## src/rtl/lock_pkg.sv

```systemverilog
// Shared types and sizing helpers for the sequential keypad lock.
package lock_pkg;

   typedef enum logic [1:0] {
      StEntry,
      StOpen,
      StLockout
   } lockState_e;

   // Bits needed to hold every value from 0 to maxVal inclusive.
   function automatic int unsigned cntWidth(input int unsigned maxVal);
      return (maxVal < 1) ? 1 : int'($clog2(maxVal + 1));
   endfunction

   function automatic int unsigned maxOf(input int unsigned a, input int unsigned b);
      return (a > b) ? a : b;
   endfunction

endpackage

```

## src/rtl/lock_timer.sv

```systemverilog
// Loadable down-counter that flags the last cycle of a timed window.
module lock_timer #(
   parameter int unsigned WIDTH = 8
) (
   input  logic             clk,
   input  logic             rst,
   input  logic             load,
   input  logic [WIDTH-1:0] loadValue,
   output logic             expire
);

   logic [WIDTH-1:0] countQ, countD;

   always_comb begin
      countD = countQ;
      if (load) begin
         countD = loadValue;
      end else if (countQ != '0) begin
         countD = countQ - WIDTH'(1);
      end
   end

   always_ff @(posedge clk) begin
      if (rst) begin
         countQ <= '0;
      end else begin
         countQ <= countD;
      end
   end

   assign expire = (countQ == WIDTH'(1));

endmodule

```

## src/rtl/seq_lock.sv

```systemverilog
// Sequential keypad lock: on-the-fly code compare, timed open window, failure lockout and
// fire-alarm override. No digits are stored; only a sticky mismatch flag.
module seq_lock
   import lock_pkg::*;
#(
   parameter int unsigned NUM_DIGITS  = 5,
   parameter int unsigned DIGIT_W     = 4,
   parameter int unsigned MAX_TRIES   = 3,
   parameter int unsigned LOCKOUT_CYC = 1000,
   parameter int unsigned UNLOCK_CYC  = 500
) (
   input  logic                            clk,
   input  logic                            rst,
   input  logic                            digit_valid,
   input  logic [DIGIT_W-1:0]              digit,
   input  logic                            clear,
   input  logic [NUM_DIGITS*DIGIT_W-1:0]   password,
   input  logic                            fire_alarm,
   output logic                            unlock,
   output logic                            locked_out,
   output logic                            attempt_fail,
   output logic [$clog2(NUM_DIGITS+1)-1:0] digit_count
);

   localparam int unsigned CntW   = cntWidth(NUM_DIGITS);
   localparam int unsigned FailW  = cntWidth(MAX_TRIES);
   localparam int unsigned TimerW = cntWidth(maxOf(UNLOCK_CYC, LOCKOUT_CYC));

   lockState_e        stateQ, stateD;
   logic [CntW-1:0]   digitCountQ, digitCountD;
   logic              mismatchQ, mismatchD;
   logic [FailW-1:0]  failCntQ, failCntD;
   logic              attemptFailQ, attemptFailD;
   logic              timerLoad;
   logic [TimerW-1:0] timerValue;
   logic              timerExpire;
   logic [DIGIT_W-1:0] expDigit;

   lock_timer #(
      .WIDTH(TimerW)
   ) u_timer (
      .clk      (clk),
      .rst      (rst),
      .load     (timerLoad),
      .loadValue(timerValue),
      .expire   (timerExpire)
   );

   // Digit 0 lives in the MSBs of the password.
   always_comb begin
      expDigit = '0;
      for (int unsigned i = 0; i < NUM_DIGITS; i++) begin
         if (digitCountQ == CntW'(i)) begin
            expDigit = password[(NUM_DIGITS-1-i)*DIGIT_W +: DIGIT_W];
         end
      end
   end

   always_comb begin
      stateD       = stateQ;
      digitCountD  = digitCountQ;
      mismatchD    = mismatchQ;
      failCntD     = failCntQ;
      attemptFailD = 1'b0;
      timerLoad    = 1'b0;
      timerValue   = '0;

      case (stateQ)
         StEntry: begin
            if (fire_alarm || clear) begin
               digitCountD = '0;
               mismatchD   = 1'b0;
            end else if (digit_valid) begin
               if (digitCountQ == CntW'(NUM_DIGITS - 1)) begin
                  digitCountD = '0;
                  mismatchD   = 1'b0;
                  if (!mismatchQ && (digit == expDigit)) begin
                     stateD     = StOpen;
                     failCntD   = '0;
                     timerLoad  = 1'b1;
                     timerValue = TimerW'(UNLOCK_CYC);
                  end else begin
                     attemptFailD = 1'b1;
                     if (failCntQ == FailW'(MAX_TRIES - 1)) begin
                        failCntD   = FailW'(MAX_TRIES);
                        stateD     = StLockout;
                        timerLoad  = 1'b1;
                        timerValue = TimerW'(LOCKOUT_CYC);
                     end else begin
                        failCntD = failCntQ + FailW'(1);
                     end
                  end
               end else begin
                  digitCountD = digitCountQ + CntW'(1);
                  mismatchD   = mismatchQ | (digit != expDigit);
               end
            end
         end
         StOpen: begin
            if (timerExpire) begin
               stateD      = StEntry;
               digitCountD = '0;
            end
         end
         StLockout: begin
            if (timerExpire) begin
               stateD   = StEntry;
               failCntD = '0;
            end
         end
         default: begin
            stateD = StEntry;
         end
      endcase
   end

   always_ff @(posedge clk) begin
      if (rst) begin
         stateQ       <= StEntry;
         digitCountQ  <= '0;
         mismatchQ    <= 1'b0;
         failCntQ     <= '0;
         attemptFailQ <= 1'b0;
      end else begin
         stateQ       <= stateD;
         digitCountQ  <= digitCountD;
         mismatchQ    <= mismatchD;
         failCntQ     <= failCntD;
         attemptFailQ <= attemptFailD;
      end
   end

   // The override path bypasses all state so the door opens in the alarm cycle itself.
   assign unlock       = fire_alarm | (stateQ == StOpen);
   assign locked_out   = (stateQ == StLockout);
   assign attempt_fail = attemptFailQ;
   assign digit_count  = digitCountQ;

endmodule

```

## config.mk

```make
export PLATFORM = sky130hd
export DESIGN_NAME = seq_lock
export DESIGN_NICKNAME = d
export VERILOG_FILES = /design/src/rtl/lock_pkg.sv /design/src/rtl/lock_timer.sv /design/src/rtl/seq_lock.sv
export SDC_FILE = /design/constraint.sdc
export NUM_CORES = 1
export LEC_CHECK = 0
export CAP_MARGIN = 25
export CORE_MARGIN = 2
export CORE_UTILIZATION = 54
export CTS_CLUSTER_DIAMETER = 40
export CTS_CLUSTER_SIZE = 25
export DETAILED_ROUTE_END_ITERATION = 6
export PLACE_DENSITY = 0.9
export SYNTH_ARGS = -nofsm -noshare
export SYNTH_HDL_FRONTEND = slang
export SYNTH_SLANG_ARGS = --single-unit
```

## constraint.sdc

```tcl
create_clock -name clk -period 4.57 [get_ports clk]
set_input_delay 0.457 -clock clk [delete_from_list [all_inputs] [get_ports clk]]
set_output_delay 0.457 -clock clk [all_outputs]
set_load 0.005 [all_outputs]
```

==> run_results.csv <==
group,metric,value,unit
power,leakagePower,0.757,nW
drt,drt_first_iter_violations,47,
synth,async_flop_share,0,%
cts,ctsResizeCount,0,
timing,tns,0,ns
synth,syn_nets,216,
synth,yosys.area.top_type,"dfxtp_1",
global_route,track_usage,22.7,%
timing,drv_slew,0,
global_route,grt_pass1_vias,1413,
timing,fmax,0.431,GHz
cts,cts_setup_buffers,0,
finish,fin_cells,239,
global_route,grt_max_degree,20,
synth,syn-cell-area,0.00156,mm²
place,gp_congestion,0.844,
global_route,grt_pass1_wl,6040,µm
finish,n_antenna_cell,0,
floorplanning,dieArea,0.00333,mm²
synth,synth_top_family_by_area,"compound AO/OA/AOI/OAI gates",
cts,cts_max_level,1,
timing,max-slew-margin-rel,51.0,%
timing,min_period,2.32,ns
synth,synth_compound_area_share,29.5,%
worst_setup_path,cp.arrival,2.53,ns
drt,routed_wl,3500,µm
worst_setup_path,cp_cell_sequence,"inv_1 -> ha_1 -> and2_2 -> o21ai_0 -> nor3_1 -> o22ai_4 -> nor2_8 -> o41ai_2",
power,combinationalPowerShare,45.4,%
drt,vias,1444,
place,dpl.hpwl,2780,µm
worst_setup_path,startpoint_type,"flip-flop",
synth,synth_edf_count,0,
cts,insertion_delay,0.30,ns
run_status,status,"complete, no violations",
synth,synthFlopType,"dfxtp_1",
floorplanning,io_pins,35,
floorplanning,start_util,56.4,%
drt,ant_nets,0,
cts,cts_tree,"yes",
synth,synthMuxAreaShare,2.97,%
timing,grt_setup_unrepaired,"false",
place,dp.cells,235,
timing,hold_violations,0,
synth,synth_top_area_share,24.4,%
global_route,antenna_found_initial,0,
power,intPower,357,µW
worst_setup_path,path_class,"flip-flop to flip-flop",
floorplanning,fp-row-count,19,
timing,worstMarginPinSlew,0.733,ns
finish,final_cell_mix,"34 x clkdlybuf4s50_1, 19 x dfxtp_1, 16 x nor2_1",
power,p_per_area,296,mW/mm²
synth,synth.distinct_cells,58,
cts,cts_sinks,19,
synth,synthSimpleGateAreaFrac,26.0,%
power,power_switching,214,µW
global_route,overflow,0,
power,swShare,37.5,%
worst_setup_path,endpoint_kind,"flip-flop",
power,p_clk_share,15.0,%
finish,area_growth,24.0,%
power,p_seq_share,39.7,%
cts,cts.clk_slew.worst_paths,0.11,ns
synth,ys_seq_area_share,24.4,%
synth,ys_top_cells_by_area,"dfxtp_1 24%, ha_1 8.8%, a21oi_1 3.9%",
worst_setup_path,required,4.78,ns
synth,synthCells,176,
hold_path,hp-class,"flip-flop to flip-flop",
synth,postSynthAreaPerCell,8.84,µm²
timing,skew,0.00698,ns
cts,cts_root_buffer,"clkbuf_4",
place,port_buffers,34,
cts,clk_path_buf_depth,2,
floorplanning,die_h,57.7,µm
worst_setup_path,max_stage_delay,0.43,ns
finish,nets,249,
synth,yosys_warnings,0,
drt,routedWlPerCell,14.6,µm
synth,synth_xor_area_share,2.81,%
drt,firstDrtPassIters,5,
drt,drc,0,
timing,setup_viol,0,
floorplanning,core_area,0.00276,mm²
timing,period_share,50.8,%
synth,ys_ff_latch,19,
worst_setup_path,cp_max_fo,11,
finish,drive_above_1_share,13.5,%
cts,postCtsHoldBufs,0,
worst_setup_path,slowest_stage,"dfxtp_1",
power,ir_drop,0.377,mV
job,max-cap-violations,0,
finish,final_common_cell,"clkdlybuf4s50_1",
floorplanning,die_w,57.7,µm
cts,numCtsBuffers,3,
synth,synth_fa_ha_area_share,8.84,%
drt,via_per_inst,6.04,
critical path, delay by kind of cell, from the launching register on:
kind | cells | cell delay [ns]
AOI/OAI and AO/OA | 3 | 0.87
adders and majority gates | 1 | 0.33
buffers and inverters | 1 | 0.09
DFF | 1 | 0.43
and+or+nand+nor | 3 | 0.51
power by group through the flow:
stage                     Combinational [mW]  Clock [mW]  Sequential [mW]
after floorplan                        0.195           0            0.223
after global placement                 0.245           0            0.226
after detailed placement               0.255           0            0.229
after CTS                              0.257      0.0868            0.226
after global routing                   0.286      0.0953            0.230
final                                  0.259      0.0854            0.226
cells in the mapped netlist, drive strengths merged (4+ instances only):
cell / instances
o2bb2ai: 4
nand3b: 4
a221oi: 4
xnor2: 4
dfxtp: 19
a21oi: 13
inv: 14
a31o: 4
nand2: 11
o21ai: 7
nor3: 7
nor2: 17
nand3: 5
ha: 11
path summary, 6_finish.rpt:
path	end	depth (start not counted)	from	slack (ns)
max reg2reg	failCntQ[0]	8	digit_count[0]	2.25
max	failCntQ[0]	8	digit_count[0]	2.25
min reg2reg	mismatchQ	2	mismatchQ	0.52
min	mismatchQ	2	mismatchQ	0.52
cell type report:
cell class	instances	area, µm²
Tap cell	31	38.8
Clock buffer	4	26.3
Multi-Input combinational cell	137	1090
Sequential cell	19	380
Timing Repair Buffer	34	340
Inverter	14	52.6
Fill cell	223	828
through the flow:
step / hold WS, ns / worst slack, ns / area, µm² / utilization [%] / power, mW
2_1_floorplan: 0.459 / 2.42 / 1560 / - / 0.418
3_3_place_gp: 0.485 / 2.34 / 1900 / 69.0 / 0.471
3_5_place_dp: 0.502 / 2.27 / 1900 / 69.0 / 0.485
4_1_cts: 0.522 / 2.23 / 1930 / 70.0 / 0.570
5_1_grt: 0.568 / 2.07 / 1930 / 70.0 / 0.611
6_report: 0.520 / 2.25 / 1930 / 70.0 / 0.570
flip-flops by register name, indices dropped and copies added (netlist names):
register / count
stateQ: 2
failCntQ: 2
digit_count: 3
attempt_fail: 1
u_timer.countQ: 10
mismatchQ: 1
logic make-up (layout without fill, tap and decap cells):
logic type / Yosys count / in the layout
AO/OA/AOI/OAI: 51 / 51
XOR/XNOR: 5 / 5
adder cells (fa/ha/maj): 11 / 11
buffers and inverters: 20 / 52
flip-flops: 19 / 19
multiplexers: 4 / 4
AND/OR/NAND/NOR: 66 / 66
metal layers:
metal	part of all wire, %	GRT usage, %
met1	41	26.0
met2	51	43.2
met3	6.1	3.57
met4	1.3	5.98
met5	0	0
Note: power is estimated with default switching activity, not from simulation.
